==> src/rtl/wpu_stream.sv <==
// wpu_stream: splits each streamed weight into a reduced weight and an optional compensation weight under a per-column budget
module wpu_stream #(
  parameter int WW = 8,
  parameter int MSR = 4,
  parameter int SIZE = 8,
  parameter int CBUDGET = 3,
  localparam int ADDR_W = $clog2(SIZE*SIZE),
  localparam int ROW_W = $clog2(SIZE),
  localparam int COL_W = $clog2(SIZE),
  localparam int CADDR_W = $clog2(SIZE*CBUDGET),
  localparam int CNT_W = $clog2(CBUDGET+1)
) (
  input  logic               clk,
  input  logic               rst,
  input  logic               start,
  input  logic               cmp_en,
  input  logic               in_valid,
  output logic               in_ready,
  input  logic [WW-1:0]      in_weight,
  output logic               rw_valid,
  output logic [ADDR_W-1:0]  rw_addr,
  output logic [MSR:0]       rw_data,
  output logic               cw_valid,
  output logic [CADDR_W-1:0] cw_addr,
  output logic [WW-MSR-1:0]  cw_data,
  output logic [ROW_W-1:0]   cw_row,
  output logic               cc_valid,
  output logic [COL_W-1:0]   cc_col,
  output logic [CNT_W-1:0]   cc_count,
  output logic [ADDR_W:0]    ovf_count,
  output logic               done
);
  typedef enum logic {IDLE, LOAD} state_t;
  state_t state_q, state_d;
  logic [ROW_W-1:0] row_q, row_d, cw_row_q, cw_row_d;
  logic [COL_W-1:0] col_q, col_d, cc_col_q, cc_col_d;
  logic [CNT_W-1:0] slot_q, slot_d, cc_count_q, cc_count_d, slot_inc;
  logic [ADDR_W:0] ovf_q, ovf_d;
  logic cmp_q, cmp_d;
  logic rw_valid_q, rw_valid_d, cw_valid_q, cw_valid_d, cc_valid_q, cc_valid_d, done_q, done_d;
  logic [ADDR_W-1:0] rw_addr_q, rw_addr_d;
  logic [MSR:0] rw_data_q, rw_data_d;
  logic [CADDR_W-1:0] cw_addr_q, cw_addr_d, caddr;
  logic [WW-MSR-1:0] cw_data_q, cw_data_d;
  logic [MSR-1:0] top;
  logic accept, msr, comp, store, last_row, last_col;
  logic lsb_unused;
  assign lsb_unused = in_weight[0];
  assign top = in_weight[WW-1:WW-MSR];
  assign msr = &top | ~|top;
  assign accept = in_valid && state_q == LOAD;
  assign comp = cmp_q && !msr;
  assign store = comp && slot_q < CNT_W'(CBUDGET);
  assign slot_inc = slot_q + CNT_W'(store);
  // SIZE is a power of two, so the last row/column index is all ones
  assign last_row = &row_q;
  assign last_col = &col_q;
  assign caddr = CADDR_W'(col_q) * CADDR_W'(CBUDGET) + CADDR_W'(slot_q);
  always_comb begin
    state_d = state_q;
    row_d = row_q;
    col_d = col_q;
    slot_d = slot_q;
    ovf_d = ovf_q;
    cmp_d = cmp_q;
    rw_valid_d = accept;
    cw_valid_d = accept && store;
    cc_valid_d = accept && last_row;
    done_d = accept && last_row && last_col;
    rw_addr_d = accept ? {col_q, row_q} : rw_addr_q;
    rw_data_d = accept ? (comp ? {1'b1, top} : {1'b0, in_weight[MSR:1]}) : rw_data_q;
    cw_addr_d = cw_valid_d ? caddr : cw_addr_q;
    cw_data_d = cw_valid_d ? {in_weight[WW-1], in_weight[WW-MSR-1:1]} : cw_data_q;
    cw_row_d = cw_valid_d ? row_q : cw_row_q;
    cc_col_d = cc_valid_d ? col_q : cc_col_q;
    cc_count_d = cc_valid_d ? slot_inc : cc_count_q;
    if (state_q == IDLE && start) begin
      state_d = LOAD;
      row_d = '0;
      col_d = '0;
      slot_d = '0;
      ovf_d = '0;
      cmp_d = cmp_en;
    end
    if (accept) begin
      row_d = row_q + 1'b1;
      slot_d = last_row ? '0 : slot_inc;
      col_d = last_row ? col_q + 1'b1 : col_q;
      ovf_d = ovf_q + (ADDR_W+1)'(comp && !store);
      state_d = done_d ? IDLE : LOAD;
    end
  end
  always_ff @(posedge clk or posedge rst) begin
    if (rst) begin
      state_q <= IDLE;
      row_q <= '0;
      col_q <= '0;
      slot_q <= '0;
      ovf_q <= '0;
      cmp_q <= 1'b0;
      rw_valid_q <= 1'b0;
      cw_valid_q <= 1'b0;
      cc_valid_q <= 1'b0;
      done_q <= 1'b0;
      rw_addr_q <= '0;
      rw_data_q <= '0;
      cw_addr_q <= '0;
      cw_data_q <= '0;
      cw_row_q <= '0;
      cc_col_q <= '0;
      cc_count_q <= '0;
    end else begin
      state_q <= state_d;
      row_q <= row_d;
      col_q <= col_d;
      slot_q <= slot_d;
      ovf_q <= ovf_d;
      cmp_q <= cmp_d;
      rw_valid_q <= rw_valid_d;
      cw_valid_q <= cw_valid_d;
      cc_valid_q <= cc_valid_d;
      done_q <= done_d;
      rw_addr_q <= rw_addr_d;
      rw_data_q <= rw_data_d;
      cw_addr_q <= cw_addr_d;
      cw_data_q <= cw_data_d;
      cw_row_q <= cw_row_d;
      cc_col_q <= cc_col_d;
      cc_count_q <= cc_count_d;
    end
  end
  assign in_ready = state_q == LOAD;
  assign rw_valid = rw_valid_q;
  assign rw_addr = rw_addr_q;
  assign rw_data = rw_data_q;
  assign cw_valid = cw_valid_q;
  assign cw_addr = cw_addr_q;
  assign cw_data = cw_data_q;
  assign cw_row = cw_row_q;
  assign cc_valid = cc_valid_q;
  assign cc_col = cc_col_q;
  assign cc_count = cc_count_q;
  assign ovf_count = ovf_q;
  assign done = done_q;
endmodule

==> config.mk <==
export PLATFORM = sky130hd
export DESIGN_NAME = wpu_stream
export DESIGN_NICKNAME = d
export VERILOG_FILES = /design/src/rtl/wpu_stream.sv
export SDC_FILE = /design/constraint.sdc
export NUM_CORES = 1
export LEC_CHECK = 0
export BUFFER_PORTS_ARGS = -buffer_cell sky130_fd_sc_hd__buf_4
export CAP_MARGIN = 20
export CORE_AREA = 2 2 68 70
export DETAILED_ROUTE_END_ITERATION = 6
export DIE_AREA = 0 0 70 72
export GPL_ROUTABILITY_DRIVEN = 0
export GPL_TIMING_DRIVEN = 0
export PLACE_DENSITY = 0.79
export SLEW_MARGIN = 20
export SYNTH_ARGS = -nofsm -noshare
export SYNTH_HDL_FRONTEND = slang
export SYNTH_SLANG_ARGS = --single-unit
==> constraint.sdc <==
create_clock -name clk -period 2.7 [get_ports clk]
set_input_delay 0 -clock clk [delete_from_list [all_inputs] [get_ports clk]]
set_output_delay 0 -clock clk [all_outputs]
set_load 0.05 [all_outputs]
==> Word level (Yosys, flattened, before mapping) <==
Cells that the tools add are included.
{ "totals": {"regBits": 49, "input_bits": 13, "out_inout_bits": 40, "elab_cells": 57} }
{ "classes": {"add_sub_neg": 5, "n_mul": 1, "n_lt_le_gt_ge": 1, "eq_ne": 1, "muxes": 13, "n_bitwise": 2, "n_reduce_logical": 17} }
{ "ops": {"columns": ["op", "count"], "rows": [
  ["two-way mux 7 bit", 2],
  ["two-way mux 3 bit", 4],
  ["logical AND 1 bit", 8],
  ["adder 7 x 1 -> 7 bit", 1],
  ["adder 3 x 1 -> 3 bit (second input constant)", 2],
  ["two-way mux 2 bit", 3],
  ["AND reduction 3 bit", 2],
  ["adder 5 x 2 -> 5 bit", 1],
  ["multiplier 3 x 2 -> 5 bit (second input constant)", 1],
  ["two-way mux 5 bit", 1],
  ["AND reduction 4 bit", 1],
  ["OR reduction 4 bit", 1],
  ["logical NOT 1 bit", 3],
  ["two-way mux 1 bit", 3],
  ["adder 2 x 1 -> 2 bit", 1],
  ["< comparator 2 bit (second input constant)", 1],
  ["inequality test 2 x 1 -> 1 bit (second input constant)", 1],
  ["AND reduction 2 bit", 1],
  ["nonzero test 2 bit", 1],
  ["inverter 1 bit", 1],
  ["bitwise OR 1 bit", 1]
]} }

==> Logic depth before layout (Yosys ltp) <==
Gate-level depths: netlist (run 1).
{ "logic_depth": {"ltp_word": 10, "ltp_mapped": 8, "depth_no_buf": 8} }

==> Worst setup path before layout (run 1) <==
No wires, ideal clock.
{ "synth_timing": {"path_kind": "register to register", "startpoint": "reg col_q[0]", "endpoint": "reg cw_addr_q[3] (netlist: cw_addr[3])", "arrival_time_ns": 1.914, "t_required_ns": 2.575, "setup_slack_ns": 0.662, "path_stages_with_launch": 6, "path_buffers": 0, "synth_period_minus_slack_ns": 2.038, "cell_sequence": "dfrtp_1 -> fa_1 -> ha_1 -> fa_1 -> xor2_1 -> mux2_2"} }
{ "synth_via": {"elab_chain_cells": 2} }
{ "synth_rtl": {"columns": ["element", "line", "source"], "rows": [
  ["from (decl)", "36", "logic [COL_W-1:0] col_q, col_d, cc_col_q, cc_col_d;"],
  ["from (signal assigned)", "115", "col_q <= col_d;"],
  ["multiplier 3 x 2 -> 5 bit", "58", "assign caddr = CADDR_W'(col_q) * CADDR_W'(CBUDGET) + CADDR_W'(slot_q);"],
  ["adder 5 x 2 -> 5 bit", "58", null],
  ["to (signal assigned)", "125", "cw_addr_q <= cw_addr_d;"],
  ["to (decl)", "43", "logic [CADDR_W-1:0] cw_addr_q, cw_addr_d, caddr;"]
]} }
No other way between the ends.
A chain may end at the register's enable or synchronous reset.

==> Final worst setup path (run 1) <==
Same ends and word-level chain as after synthesis.

==> impl_results.md, run 1 <==
- Synth area leaders: dfrtp_1, ha_1, nand2_1, mux2_4, o21ai_0
- DIE HEIGHT: 72 um
- Combinational Power Share: 0.441
- FP Rows: 24
- Period utilization: 0.800
- Crit path from: col_q[0]
- Switching pwr: 1.24 mW
- Warnings, synthesis: 0
- Critical Path RT: 2.89 ns
- Reg2reg path depth: 5
- Switching fraction of total power: 0.421
- Clock skew: 0.00528 ns
- Total gr overflow: 0
- Post-Synth Adder-Cell Area: 0.0920
- Async set-or-reset flop fraction in the synthesized netlist: 1.00
- Die Area: 5040 um2
- Crit end category: flop
- Worst R2R Setup Slack: 0.54 ns
- Post-CTS Resized: 0
- Syn Nets: 218
- RSZ-0062 raised after global routing: false
- Post-Synth Simple-Gate Area: 0.133
- CTS Root Buffer Type: clkbuf_8
- Worst skew pair latency: 0.30 ns
- Post-Synthesis Cells: 190
- PwrDens: 1030 nW/um2
- CP Launch Type: flop
- Num CTS Buffers: 5
- WS Path Type: reg2reg
- Worst rel slew slack: 0.641
- Critical path fanouts, max: 7
- Drt wl/cell: 14.8 um
- Initial DRC count: 104
- Hold Path Class: in2reg
- Reg-to-reg endpoint: cw_addr[3]
- Via density: 5.24
- Final Hold Vio Count: 0
- CTS Sinks: 49
- Post-layout net count: 284
- Max-slew violation count: 0
- Routed Antenna Nets: 0
- IO Port Bufs: 51
- Synth cell count leaders: dfrtp_1, nand2_1, ha_1, o21ai_0, mux2_4
- Synth Area in XOR/XNOR: 0.00795
- Final setup viols: 0
- Post-CTS Setup Repair Bufs: 0
- Die W: 70 um
- Global-route wire length before repair: 7.65 mm
- Number of flops mapped to enable cells by yosys: 0
- CTS tree: yes
- Htree depth: 2
- Count of cell types in the netlist: 34
- MaxCap Viol Count: 0
- Peak supply drop: 690 uV
- FMAX: 0.463 GHz
- Reg area: 1230 um2
- Filler cells: 354
- Via count: 1618
- Clk buf depth: 2
- Top-count cell post-synth: dfrtp_1
- Syn Area/Cell: 11.6 um2
- Area occupied by multi-input gates: 907 um2
- Post-route setup TNS: 0 ns
- Cell leakage power: 1.46 nW
- DRT Wirelength: 4.59 mm
- Internal: 1.70 mW
- Dpl hpwl: 3.20 mm
- Initial DRT Pass Iterations: 4
- Initial Util: 0.517
- Mux cell area share after synthesis: 0.0840
- Pin count of the biggest net entering global routing: 26
- Syn-to-layout area delta: 29.7%
- Drc violations: 0
- Fraction of layout cells with a size suffix above 1: 0.300
- Ant. Diodes: 0
- Hold_ws: 0.0480 ns
- Reg-to-Reg Start: col_q[0]
- Synth Area in Compound Gates: 0.0943
- Post-synth top area cell: dfrtp_1
- Slew of the pin with the lowest slew margin: 0.538 ns
- Reg clk slew, reported paths: 0.09 ns
- Io pins: 53
- Register area share after synthesis: 0.557
- Total track usage: 0.194
- Reg power frac: 0.374
- Clock period minus worst slack: 2.16 ns
- Critical path arrival: 2.35 ns
- Vias in the first global route: 1583
- Status: complete, no violations
- Synth Register Bits: 49
- Yosys top cell area share: 0.557
- Largest family of logic cells by synthesized area: simple AND/OR/NAND/NOR gates
- Main synth FF type: dfrtp_1
- Worst setup path end: cw_addr[3]
- Initial antenna violation count: 0
- Clock Power Share: 0.185
- Core footprint: 4260 um2
- Netlist Area Pre-Place: 2200 um2
==> power groups by stage <==
stage | registers [mW] | logic [mW] | clock network, mW
global route | 1.13 | 1.37 | 0.588
global placement | 1.10 | 1.25 | 0
floorplan | 1.61 | 0.388 | 0
finish | 1.10 | 1.29 | 0.542
detailed placement | 1.11 | 1.29 | 0
CTS | 1.10 | 1.31 | 0.552
==> cell usage in the layout (no fill, tap or decap), types with 4 or more instances in the layout <==
master / count
mux2_4: 8
buf_4: 51
a22o_1: 4
nand2_1: 41
dfrtp_1: 49
o21ai_0: 13
a21oi_1: 5
nor2_1: 6
inv_1: 6
clkbuf_1: 4
nand3_1: 7
mux2_2: 4
dlygate4sd3_1: 7
clkbuf_8: 6
ha_1: 13
==> sequential cells by signal, summed over array words and instances, names as in the netlist <==
name / flops
cmp_q: 1
ovf_count: 7
in_ready: 1
cc_count: 2
slot_q: 2
cw_data: 4
cw_addr: 5
rw_addr: 6
cw_row: 3
cw_valid: 1
done: 1
cc_col: 3
rw_valid: 1
col_q: 3
cc_valid: 1
row_q: 3
rw_data: 5
==> worst max-delay path: stages (launching register included) <==
cell and delay, ns:
dfrtp_1 0.48, fa_1 0.52, ha_1 0.24, fa_1 0.38, xor2_1 0.17, mux2_2 0.26
==> routing by layer <==
metal	vias to the layer above	GRT usage	routed length (um)
met1	780	0.260	2050
met3	6	0.0514	264
met2	46	0.310	2220
met5	-	0	0
met4	0	0.0684	54
li1	786	-	-
==> cell families after synthesis <==
kind of cell / after synthesis
XOR/XNOR: 2
AO/OA/AOI/OAI: 32
multiplexers: 14
buffers and inverters: 14
AND/OR/NAND/NOR: 64
adder cells (fa/ha/maj): 15
flip-flops: 49
==> cell type report <==
class	instances	share of cell area
flip-flops and latches	49	0.429
repair buffers	59	0.165
plain buffers	6	0.0140
clock inverters	1	0.0105
well taps	52	0.0228
multi-input cells	127	0.317
inverters	8	0.0105
clock buffers	7	0.0302
==> metrics by stage <==
stage | power (mW) | utilization | setup WS, ns | std cells | area [um2]
floorplan | 2.00 | - | 0.662 | 190 | 2200
global placement | 2.36 | 0.622 | 0.575 | 293 | 2650
detailed placement | 2.40 | 0.626 | 0.565 | 294 | 2670
CTS | 2.96 | 0.670 | 0.545 | 309 | 2860
global route | 3.09 | 0.670 | 0.503 | 309 | 2860
finish | 2.93 | 0.670 | 0.541 | 309 | 2860
==> how the worst min path moves through the flow <==
stage / from / end / slack [ns] / cells past startpoint
floorplan: start / in_ready / 0.12 / 2
global placement: start / in_ready / 0.23 / 3
detailed placement: rst / in_ready / 0.09 / 2
CTS: in_weight[4] / rw_data[3] / 0.04 / 3
global route: in_weight[6] / rw_data[2] / 0.06 / 3
finish: in_weight[4] / rw_data[3] / 0.05 / 3
==> timing repair <==
action / 4_1_cts / 5_1_grt
hold buffers: 7 / 0
endpoints found under the hold margin: 32 / 0
setup endpoints to repair: 0 / 0
No activity file was read; power rests on OpenSTA's default activity.
==> inputs of run 2 (changes only) <==
Clock period 2.7 ns to 2.1 ns, I/O delays scaled along.
==> impl_results.md, run 2 (same netlist as run 1, synthesis figures left out) <==
- Slowest stage cell, crit path: fa_1
- CP Launch Type: flop
- Crit-path cells: fa_1 > ha_2 > fa_1 > xor2_1 > mux2_2
- Vias in the first global route: 1591
- RSZ-0062 raised after global routing: false
- DRT Wirelength: 4.64 mm
- Core footprint: 4260 um2
- Commonest cells after routing, fill and taps aside: buf_4, dfrtp_1, nand2_1
- FP Rows: 24
- Pin count of the biggest net entering global routing: 26
- Most frequent CP cell: fa_1
- Die W: 70 um
- Ant. Diodes: 0
- Hold Path Class: in2reg
- CP max stage delay: 0.50 ns
- Switching pwr: 1.59 mW
- Clk buf depth: 2
- CTS tree: yes
- Die Area: 5040 um2
- Final Hold Vio Count: 0
- Via density: 5.27
- Reg power frac: 0.367
- Final setup viols: 0
- Max-slew violation count: 0
- Internal: 2.21 mW
- Htree depth: 2
- WS Path Type: reg2reg
- CTS Sinks: 49
- Worst R2R Setup Slack: 0.05 ns
- CTS Root Buffer Type: clkbuf_8
- Max FFs per register: 7
- Peak supply drop: 887 uV
- Critical Path RT: 2.29 ns
- Total track usage: 0.196
- Worst rel slew slack: 0.640
- Crit end category: flop
- Drt wl/cell: 14.9 um
- Initial DRT Pass Iterations: 7
- MaxCap Viol Count: 0
- Period utilization: 0.975
- Clock skew: 0.00493 ns
- Crit path max-delay family: adder cells
- IO Port Bufs: 51
- Cell leakage power: 1.46 nW
- PwrDens: 1320 nW/um2
- Global-route wire length before repair: 7.70 mm
- Routed Antenna Nets: 0
- Switching fraction of total power: 0.419
- Final core occ: 0.675
- Combinational Power Share: 0.449
- CP bufs+invs: 0
- Drc violations: 0
- FMAX: 0.488 GHz
- Dpl hpwl: 3.20 mm
- Io pins: 53
- Total gr overflow: 0
- Fraction of layout cells with a size suffix above 1: 0.320
- Via count: 1640
- Initial Util: 0.517
- Status: complete, no violations
- Slew of the pin with the lowest slew margin: 0.539 ns
- Post-route setup TNS: 0 ns
- Syn-to-layout area delta: 30.7%
- Worst skew pair latency: 0.30 ns
- Post-layout net count: 286
- Most common cell after layout, fill and taps aside: buf_4
- Critical path arrival: 2.24 ns
- Initial DRC count: 106
- Num CTS Buffers: 5
- Critical path fanouts, max: 2
- Tot Pwr: 3.80 mW
- Clock period minus worst slack: 2.05 ns
- Initial antenna violation count: 0
- DIE HEIGHT: 72 um
- Clock Power Share: 0.183
- Reg clk slew, reported paths: 0.09 ns
## run 2: power groups by stage
stage / Sequential, mW / Combinational [mW] / Clock, mW
detailed placement: 1.42 / 1.66 / 0
floorplan: 2.07 / 0.499 / 0
finish: 1.40 / 1.71 / 0.697
CTS: 1.40 / 1.71 / 0.710
global placement: 1.42 / 1.61 / 0
global route: 1.44 / 1.81 / 0.756
## run 2: final cells by class
cell class	count	area, um2
Clock inverter	1	30.0
Buffer	6	40.0
Sequential cell	49	1230
Inverter	8	30.0
Fill cell	354	1390
Timing Repair Buffer	61	488
Tap cell	52	65.1
Multi-Input combinational cell	127	910
Clock buffer	7	86.3
## run 2: what timing repair did
action | in CTS | in global routing
buffers inserted | 1 | 1
resized for setup | 1 | 3
hold buffers | 7 | 0
hold endpoints to repair | 32 | 0
endpoints found under the setup margin | 1 | 1
## run 2: stage by stage
stage	worst slack (ns)	instances	hold slack [ns]	instance area, um2
floorplan	0.0618	190	0.125	2200
global placement	-0.0250	293	0.227	2650
detailed placement	-0.0347	294	0.0934	2670
CTS	0.00465	310	0.0398	2870
global route	0.0241	311	0.0625	2880
finish	0.0522	311	0.0482	2880
## run 2: final timing paths
kind | cells after the start | startpoint | end
setup / recovery | 5 | col_q[0] | cw_addr[3]
hold / removal | 3 | in_weight[4] | rw_data[3]
max in group asynchronous | 4 | rst | slot_q[1]
min in group asynchronous | 3 | rst | in_ready
hold reg to reg | 2 | rw_addr[0] | rw_addr[0]
setup reg to reg | 5 | col_q[0] | cw_addr[3]
## run 2: routing by layer
metal  up-vias  global-route usage  part of all wire
li1        791                   -                 -
met1       786               0.261              0.44
met2        57               0.314              0.49
met3         6              0.0514             0.061
met4         0              0.0684             0.012
met5         -                   0                 0
## run 2: worst min-delay path, cell delays in order
cell and delay [ns]:
buf_4 0.11, mux2i_1 0.07, o21ai_0 0.14
